**config.mk**
```make
export PLATFORM = sky130hd
export DESIGN_NAME = dm_arbiter_flat
export DESIGN_NICKNAME = d
export VERILOG_FILES = /design/src/rtl/dm_pkg.sv /design/src/rtl/dm_arbiter_if.sv /design/src/rtl/dm_rr_pick.sv /design/src/rtl/dm_arbiter.sv /design/src/flat_wrapper.sv
export SDC_FILE = /design/constraint.sdc
export NUM_CORES = 1
export LEC_CHECK = 0
export ABC_AREA = 1
export BUFFER_PORTS_ARGS = -buffer_cell sky130_fd_sc_hd__buf_2
export CAP_MARGIN = 10
export CORE_ASPECT_RATIO = 1.75
export CORE_MARGIN = 2
export CORE_UTILIZATION = 45
export CTS_CLUSTER_DIAMETER = 200
export DETAILED_ROUTE_END_ITERATION = 7
export HOLD_SLACK_MARGIN = 0.1
export PLACE_DENSITY = 0.83
export SYNTH_ARGS = -nofsm -noshare
export SYNTH_HDL_FRONTEND = slang
export SYNTH_HIERARCHICAL = 1
export SYNTH_SLANG_ARGS = --single-unit
```
**constraint.sdc**
```tcl
create_clock -name clk -period 4.6 [get_ports clk]
set_input_delay 0.46 -clock clk [delete_from_list [all_inputs] [get_ports clk]]
set_output_delay 0.46 -clock clk [all_outputs]
set_load 0.02 [all_outputs]
```
**src/rtl/dm_pkg.sv**
```systemverilog
// Shared types and constants for the data-memory arbiter.
package dm_pkg;

  localparam int AW_DEF = 8;
  localparam int DW_DEF = 8;

  // Arbiter state: IDLE means no grant was issued last cycle.
  typedef enum logic [1:0] {
    IDLE = 2'd0,
    OWN0 = 2'd1,
    OWN1 = 2'd2
  } state_t;

  // Requester IDs, also the encoding of the "last winner" flag.
  localparam logic REQ0 = 1'b0;
  localparam logic REQ1 = 1'b1;

  // Ownership state that corresponds to a requester ID.
  function automatic state_t own_state(input logic id);
    return (id == REQ1) ? OWN1 : OWN0;
  endfunction

endpackage

```
**src/rtl/dm_arbiter_if.sv**
```systemverilog
// Requester handshakes plus the memory-side bus of the arbiter.
interface dm_arbiter_if #(
  parameter int AW = 8,
  parameter int DW = 8
);
  logic          req0, we0, gnt0, rvalid0;
  logic [AW-1:0] addr0;
  logic [DW-1:0] wdata0, rdata0;
  logic          req1, we1, gnt1, rvalid1;
  logic [AW-1:0] addr1;
  logic [DW-1:0] wdata1, rdata1;
  logic          mem_w;
  logic [AW-1:0] mem_addr;
  logic [DW-1:0] mem_wdata, mem_rdata;

  // Requester/memory side (testbench, datapath, memory).
  modport master (
    output req0, we0, addr0, wdata0, req1, we1, addr1, wdata1, mem_rdata,
    input  gnt0, rdata0, rvalid0, gnt1, rdata1, rvalid1,
    input  mem_w, mem_addr, mem_wdata
  );

  // Arbiter side.
  modport slave (
    input  req0, we0, addr0, wdata0, req1, we1, addr1, wdata1, mem_rdata,
    output gnt0, rdata0, rvalid0, gnt1, rdata1, rvalid1,
    output mem_w, mem_addr, mem_wdata
  );
endinterface

```
**src/rtl/dm_rr_pick.sv**
```systemverilog
// Combinational winner select: round-robin with a bounded burst length.
module dm_rr_pick
  import dm_pkg::*;
#(
  parameter int MAX_BURST = 4,
  parameter int CW        = $clog2(MAX_BURST + 1)
) (
  input  logic          req0,
  input  logic          req1,
  input  state_t        state,
  input  logic          last,
  input  logic [CW-1:0] cnt,
  output logic          gnt0,
  output logic          gnt1
);
  localparam logic [CW-1:0] MAX_C = CW'(MAX_BURST);

  // Lone requester wins; on contention the owner keeps it until the burst is spent.
  always_comb begin
    gnt0 = 1'b0;
    gnt1 = 1'b0;
    if (req0 && !req1) begin
      gnt0 = 1'b1;
    end else if (req1 && !req0) begin
      gnt1 = 1'b1;
    end else if (req0 && req1) begin
      case (state)
        OWN0: if (cnt < MAX_C) gnt0 = 1'b1; else gnt1 = 1'b1;
        OWN1: if (cnt < MAX_C) gnt1 = 1'b1; else gnt0 = 1'b1;
        default: if (last == REQ1) gnt0 = 1'b1; else gnt1 = 1'b1;
      endcase
    end
  end
endmodule

```
**src/rtl/dm_arbiter.sv**
```systemverilog
// Two-port arbiter sharing one single-port data memory between requesters.
module dm_arbiter
  import dm_pkg::*;
#(
  parameter int AW        = AW_DEF,
  parameter int DW        = DW_DEF,
  parameter int MAX_BURST = 4
) (
  input logic         clk,
  input logic         rst_n,
  dm_arbiter_if.slave bus
);
  localparam int            CW    = $clog2(MAX_BURST + 1);
  localparam logic [CW-1:0] MAX_C = CW'(MAX_BURST);

  state_t        state_reg, state_next;
  logic [CW-1:0] cnt_reg, cnt_next;
  logic          last_reg, last_next;
  logic          gnt0_raw, gnt1_raw;
  logic [1:0]    gnt_vec, we_vec;
  logic          mem_w_sel;
  logic [AW-1:0] addr_sel;
  logic [DW-1:0] wdata_sel;

  dm_rr_pick #(.MAX_BURST(MAX_BURST), .CW(CW)) u_pick (
    .req0 (bus.req0),
    .req1 (bus.req1),
    .state(state_reg),
    .last (last_reg),
    .cnt  (cnt_reg),
    .gnt0 (gnt0_raw),
    .gnt1 (gnt1_raw)
  );

  assign gnt_vec = {gnt1_raw, gnt0_raw};
  assign we_vec  = {bus.we1, bus.we0};

  // Arbitration state register.
  always_ff @(posedge clk or negedge rst_n) begin
    if (!rst_n) begin
      state_reg <= IDLE;
      cnt_reg   <= '0;
      last_reg  <= REQ1;
    end else begin
      state_reg <= state_next;
      cnt_reg   <= cnt_next;
      last_reg  <= last_next;
    end
  end

  // Next ownership and saturating burst count from this cycle's winner.
  always_comb begin
    state_next = state_reg;
    cnt_next   = cnt_reg;
    last_next  = last_reg;
    if (!(gnt0_raw || gnt1_raw)) begin
      state_next = IDLE;
      cnt_next   = '0;
    end else if (state_reg == own_state(gnt1_raw)) begin
      cnt_next = (cnt_reg == MAX_C) ? cnt_reg : cnt_reg + CW'(1);
    end else begin
      state_next = own_state(gnt1_raw);
      cnt_next   = CW'(1);
      last_next  = gnt1_raw;
    end
  end

  // Memory-side mux; requester 0 drives address/data when nobody is granted.
  always_comb begin
    mem_w_sel = 1'b0;
    addr_sel  = bus.addr0;
    wdata_sel = bus.wdata0;
    if (gnt1_raw) begin
      mem_w_sel = bus.we1;
      addr_sel  = bus.addr1;
      wdata_sel = bus.wdata1;
    end else if (gnt0_raw) begin
      mem_w_sel = bus.we0;
    end
  end

  // Grants and write enable are gated by reset so nothing reaches memory mid-reset.
  assign bus.gnt0      = gnt0_raw & rst_n;
  assign bus.gnt1      = gnt1_raw & rst_n;
  assign bus.mem_w     = mem_w_sel & rst_n;
  assign bus.mem_addr  = rst_n ? addr_sel : '0;
  assign bus.mem_wdata = rst_n ? wdata_sel : '0;

  genvar gi;
  generate
    for (gi = 0; gi < 2; gi++) begin : g_ret
      logic [DW-1:0] rdata_reg;
      logic          rvalid_reg;
      // Capture read data at the granting edge; valid strobes for one cycle.
      always_ff @(posedge clk or negedge rst_n) begin
        if (!rst_n) begin
          rdata_reg  <= '0;
          rvalid_reg <= 1'b0;
        end else begin
          rvalid_reg <= gnt_vec[gi] & ~we_vec[gi];
          if (gnt_vec[gi] && !we_vec[gi]) rdata_reg <= bus.mem_rdata;
        end
      end
    end
  endgenerate

  assign bus.rdata0  = g_ret[0].rdata_reg;
  assign bus.rvalid0 = g_ret[0].rvalid_reg;
  assign bus.rdata1  = g_ret[1].rdata_reg;
  assign bus.rvalid1 = g_ret[1].rvalid_reg;
endmodule

```
**src/flat_wrapper.sv**
```systemverilog
// flat-port wrapper written by rule: the top's interface ports become plain ports
module dm_arbiter_flat import dm_pkg::*;
#(
  parameter int AW        = AW_DEF,
  parameter int DW        = DW_DEF,
  parameter int MAX_BURST = 4
)
  (clk, rst_n, bus_req0, bus_we0, bus_addr0, bus_wdata0, bus_req1, bus_we1, bus_addr1, bus_wdata1, bus_mem_rdata, bus_gnt0, bus_rdata0, bus_rvalid0, bus_gnt1, bus_rdata1, bus_rvalid1, bus_mem_w, bus_mem_addr, bus_mem_wdata);
  dm_arbiter_if #(.AW(AW), .DW(DW)) bus_i ();
  input logic clk;
  input logic rst_n;
  input wire logic [$bits(bus_i.req0)-1:0] bus_req0;
  input wire logic [$bits(bus_i.we0)-1:0] bus_we0;
  input wire logic [$bits(bus_i.addr0)-1:0] bus_addr0;
  input wire logic [$bits(bus_i.wdata0)-1:0] bus_wdata0;
  input wire logic [$bits(bus_i.req1)-1:0] bus_req1;
  input wire logic [$bits(bus_i.we1)-1:0] bus_we1;
  input wire logic [$bits(bus_i.addr1)-1:0] bus_addr1;
  input wire logic [$bits(bus_i.wdata1)-1:0] bus_wdata1;
  input wire logic [$bits(bus_i.mem_rdata)-1:0] bus_mem_rdata;
  output wire logic [$bits(bus_i.gnt0)-1:0] bus_gnt0;
  output wire logic [$bits(bus_i.rdata0)-1:0] bus_rdata0;
  output wire logic [$bits(bus_i.rvalid0)-1:0] bus_rvalid0;
  output wire logic [$bits(bus_i.gnt1)-1:0] bus_gnt1;
  output wire logic [$bits(bus_i.rdata1)-1:0] bus_rdata1;
  output wire logic [$bits(bus_i.rvalid1)-1:0] bus_rvalid1;
  output wire logic [$bits(bus_i.mem_w)-1:0] bus_mem_w;
  output wire logic [$bits(bus_i.mem_addr)-1:0] bus_mem_addr;
  output wire logic [$bits(bus_i.mem_wdata)-1:0] bus_mem_wdata;
  assign bus_i.req0 = bus_req0;
  assign bus_i.we0 = bus_we0;
  assign bus_i.addr0 = bus_addr0;
  assign bus_i.wdata0 = bus_wdata0;
  assign bus_i.req1 = bus_req1;
  assign bus_i.we1 = bus_we1;
  assign bus_i.addr1 = bus_addr1;
  assign bus_i.wdata1 = bus_wdata1;
  assign bus_i.mem_rdata = bus_mem_rdata;
  assign bus_gnt0 = bus_i.gnt0;
  assign bus_rdata0 = bus_i.rdata0;
  assign bus_rvalid0 = bus_i.rvalid0;
  assign bus_gnt1 = bus_i.gnt1;
  assign bus_rdata1 = bus_i.rdata1;
  assign bus_rvalid1 = bus_i.rvalid1;
  assign bus_mem_w = bus_i.mem_w;
  assign bus_mem_addr = bus_i.mem_addr;
  assign bus_mem_wdata = bus_i.mem_wdata;
  dm_arbiter #(.AW(AW), .DW(DW), .MAX_BURST(MAX_BURST)) u_core (.clk(clk), .rst_n(rst_n), .bus(bus_i));
endmodule
```
# --- After elaboration in Yosys (flattened, before gate mapping) ---
# Cells that the tools add are included.
totals:
  reg_bits: 24
  in_bits: 46
  out_inout_bits: 37
  word_cells: 58
classes:
  addsub: 1
  n_lt_le_gt_ge: 1
  eq_ne: 6
  mux: 24
  bitwise: 8
  reduce_logical: 11
op_table:
  columns: ["operator", "count"]
  rows:
  - ["2-to-1 mux 8 bit", 4]
  - ["2-to-1 mux 1 bit", 12]
  - ["2-to-1 mux 3 bit", 3]
  - ["2-to-1 mux 2 bit", 3]
  - ["bitwise AND 1 bit", 5]
  - ["logical AND 1 bit", 5]
  - ["zero test 1 bit", 4]
  - ["case mux 1 bit (2 select lines)", 2]
  - ["adder 3 x 1 -> 3 bit, second input constant", 1]
  - ["equality test 3 bit, second input constant", 1]
  - ["< comparator 3 bit, second input constant", 1]
  - ["inequality test 3 bit, second input constant", 1]
  - ["NOT 1 bit", 3]
  - ["equality test 2 x 1 -> 1 bit, second input constant", 1]
  - ["equality test 2 bit", 1]
  - ["equality test 2 bit, second input constant", 1]
  - ["inequality test 2 bit, second input constant", 1]
  - ["AND reduction 2 bit", 1]
  - ["logical OR 1 bit", 1]

# --- Longest topological paths before layout ---
logic_depth:
  depth_word: 10
  depth_mapped: 12

# --- Hierarchy ---
# The synthesis kept the hierarchy.
modules_own_cells:
  columns: ["module", "instances", "cells_per_inst", "area_per_inst_um2", "seq_area_each_um2"]
  rows:
  - ["dm_arbiter", 1, 159, 1257.5, 601.8]
  - ["dm_rr_pick", 1, 23, 125.1, 0.0]

# --- Worst setup path before layout ---
# OpenSTA, ideal clock, no wires.
synth_path:
  path_kind: "register to output"
  start: "register u_core.state_reg[0]"
  end: "output bus_mem_w"
  t_arrival_ns: 1.905
  slack_ns: 2.235
  path_stages_with_launch: 11
  n_path_buf: 1
  path_cell_list: "dfrtp_1 -> inv_1 -> ha_1 -> inv_1 -> nand3_1 -> nand3_1 -> nand2_1 -> inv_2 -> nor2_4 -> buf_4 -> nor3b_1"
synth_lines:
  columns: ["element", "line_no", "text"]
  rows:
  - ["from (decl)", "dm_arbiter.sv:16", "state_t state_reg, state_next;"]
  - ["from (signal assigned)", "dm_arbiter.sv:45", "state_reg <= state_next;"]
  - ["equality test 2 bit / equality test 2 x 1 -> 1 bit (equally long branches)", "dm_rr_pick.sv:27", "case (state)"]
  - ["case mux 1 bit (2 select lines) *", "dm_rr_pick.sv:27", null]
  - ["2-to-1 mux 1 bit *", "dm_rr_pick.sv:26", "end else if (req0 && req1) begin"]
  - ["2-to-1 mux 1 bit *", "dm_rr_pick.sv:24", "end else if (req1 && !req0) begin"]
  - ["2-to-1 mux 1 bit *", "dm_rr_pick.sv:22", "if (req0 && !req1) begin"]
  - ["net u_core.gnt1_raw", "dm_arbiter.sv:19", "logic gnt0_raw, gnt1_raw;"]
  - ["2-to-1 mux 1 bit *", "dm_arbiter.sv:73", "if (gnt1_raw) begin"]
  - ["bitwise AND 1 bit *", "dm_arbiter.sv:85", "assign bus.mem_w = mem_w_sel & rst_n;"]
  - ["to (decl)", "flat_wrapper.sv:27", "output wire logic [$bits(bus_i.mem_w)-1:0] bus_mem_w;"]
# The timed path passes the listed nets; every way through them passes the cells marked *.

# --- Worst setup path in the final report ---
# Same ends and word-level chain as after synthesis.

==> key figures <==
Route
  • Post-route DRC: 0
  • Drt via density: between 4 and 5
  • Drt first pass iters: 4
  • Total Wirelength: roughly 3100 um
  • Via Count: 1,339
  • Final ANT Viol Nets: 0
  • DR iter-0 viols: 16
  • DR WL/cell: about 11 um

Pwr
  • Power density cells: between 400 and 500 nW/um^2
  • Leak: between 1 and 1.5 nW
  • Max VDD drop: 0.0003498 V

Placement
  • GPL Wtd Cong: roughly 0.91
  • Final HPWL DP: around 2500 um
  • Buffers on Ports: 82
  • Worst slack at placement: 1.822 ns
  • Dpl cells: about 280

STA
  • Setup_tns: 0 ns
  • Fin crit period: 3.060 ns
  • Slew HR: between 40% and 50%
  • Setup violations, final: 0
  • Slew Limit Fails: 0
  • Final hold vios: 0
  • Crit share post-route: 66.53%
  • Final worst slack: approximately 1.5 ns
  • FMAX: 0.3268 GHz
  • Setup Skew: roughly 0.0014 ns
  • Setup repair after global routing missed its margin: false
  • Slew of the pin with the lowest slew margin: 0.7524 ns

Floorplanning
  • Total die area: roughly 3500 um^2
  • IO Pins: 83
  • Die width: 45.90 um
  • Die Ht: about 77 um
  • Core box area: ~3000 um^2
  • Initial core utilization: a little under half
  • Std cell rows: 26

GRT
  • Total GRT Usage: about a fifth
  • Initial antenna violation count: 0
  • Largest net degree at the start of global routing: 44
  • GRT Residual Overflow: 0
  • Vias in the first global route: around 1,200
  • First-pass GRT wire length: 5237 um

Synthesis
  • Synth Cell Area: about 1400 um^2
  • Top cell type's share of synthesized area: between 40% and 50%
  • Syn avg cell area: 7.597 um^2
  • Post-Syn Instances: approximately 180
  • Commonest register cell after synthesis: dfrtp_1
  • Share of the yosys chip area belonging to registers: a little over two fifths
  • Number of synthesized flops with an enable pin: 0
  • Most instantiated library cell after synthesis: nor2_1
  • Top cells by count, synth: nor2_1 (44), nand2_1 (27), dfrtp_1 (23), inv_1 (22), o21ai_0 (17)
  • Synth area leaders: dfrtp_1 (42%), nor2_1 (12%), nand2_1 (7.3%)
  • Mapped Nets: between 200 and 250
  • Yosys cell types: 26
  • FF+latch count, synth: 24
  • Largest area contributor in the netlist: dfrtp_1
  • Post-synth ARST share: 100.0%
  • Synth warnings: 6

CTS
  • Clock Pin Slew Worst Setup and Hold Paths: ~0.08 ns
  • Hold_buf cts: 0
  • Htree depth: 1
  • Clock sinks: 24
  • CTS tree: yes
  • Clk_lat worst skew: around 0.26 ns
  • Max Buffers Root-to-Sink: 2
  • Setup Buffers After CTS: 0
  • CTS Buf Count: 3
  • Root buf cell: clkbuf_8
  • Post-CTS sizing: 0

Cells and area
  • Synthesis-to-layout area growth: 31.86%
  • N_diodes: 0
  • Non-Filler Instances: 288
  • Multi-input logic area: 623.1 um^2
  • Share of cells above drive strength 1: 40.00%
  • FF+latch area: ~600 um^2
  • Fin nets: between 300 and 400
  • Filler cells: 280

Status
  • Outcome: finished, final reports clean

Run
  • Max_cap viols: 0

Worst setup path
  • Crit path buf inv count: 4
  • Worst-path cell chain: inv_1 -> ha_1 -> inv_1 -> nand3_1 -> nand3_1 -> nand2_1 -> inv_2 -> nor2_4 -> nor3b_1 -> buf_2
  • Max incr delay on CP: approximately 0.44 ns
  • Worst path required time: 4.14 ns
  • CP Class: reg -> out
  • CP max-delay cell: nand2_1
  • Critical Path Source Type: register
  • Critical path endpoint category: output port
  • Top cell family by delay on the critical path: simple AND/OR/NAND/NOR gates
  • CP max FO: 22
  • Worst Path Arrival: 2.60 ns

Worst hold path
  • Hold WC Path Type: in -> async
-- cell families after synthesis --
kind of cell,after synthesis,synth area share (%)
AOI/OAI and AO/OA,36,15.48
DFF,24,43.53
and+or+nand+nor,83,25.34
adders and majority gates,4,3.620
buffers and inverters,34,11.40
xor gates and xnor gates,1,0.6336
-- cells in the final DEF (no fill, tap or decap), drive strengths merged --
master / instances
clkbuf: 4
nor3b: 1
inv: 25
nand3: 5
ha: 4
nand2: 29
buf: 82
o21ai: 25
clkinv: 1
dfrtp: 23
a21oi: 11
xor2: 1
nand3b: 1
or2: 1
nor2: 45
and2: 1
dfstp: 1
-- stage by stage --
stage               util, %  total power, mW  hold slack, ns  area, um^2
floorplan                 -           0.5186          0.1644        1383
CTS                   62.27           0.7597          0.2706        1823
detailed placement    60.38           0.6198          0.4586        1768
global placement      60.38           0.6119          0.4544        1768
global route          62.27           0.8088          0.3028        1823
finish                62.27           0.7494          0.2613        1823
-- final timing paths --
path | cells past startpoint | startpoint | endpoint | slack [ns]
max in group asynchronous | 1 | rst_n | u_core/bus.rdata1[1] | 3.88
min in group clk | 2 | bus_we1 | u_core/bus.rvalid1 | 0.44
hold reg to reg | 2 | u_core/last_reg | u_core/last_reg | 0.47
setup / recovery | 10 | u_core/state_reg[0] | bus_mem_w | 1.54
setup reg to reg | 10 | u_core/state_reg[0] | u_core/bus.rdata1[5] | 2.24
hold / removal | 1 | rst_n | u_core/bus.rdata0[0] | 0.26
-- final cells by class --
cell class	instances	share of cell area, %
Multi-Input combinational cell	124	34.18
Sequential cell	24	33.01
Timing Repair Buffer	82	22.51
Inverter	26	5.353
Clock buffer	4	3.020
Tap cell	28	1.922
-- metal layers --
layer	routed length, um	global-route usage, %
met5	0	0
met4	7	4.000
met3	152	4.235
met2	1672	33.33
met1	1300	22.60
-- report_power, final --
group | internal (mW) | switching (mW)
Combinational | 0.114 | 0.203
Sequential | 0.266 | 0.0297
Clock | 0.0762 | 0.0610
Total | 0.456 | 0.293
No activity file was read; power rests on OpenSTA's default activity.
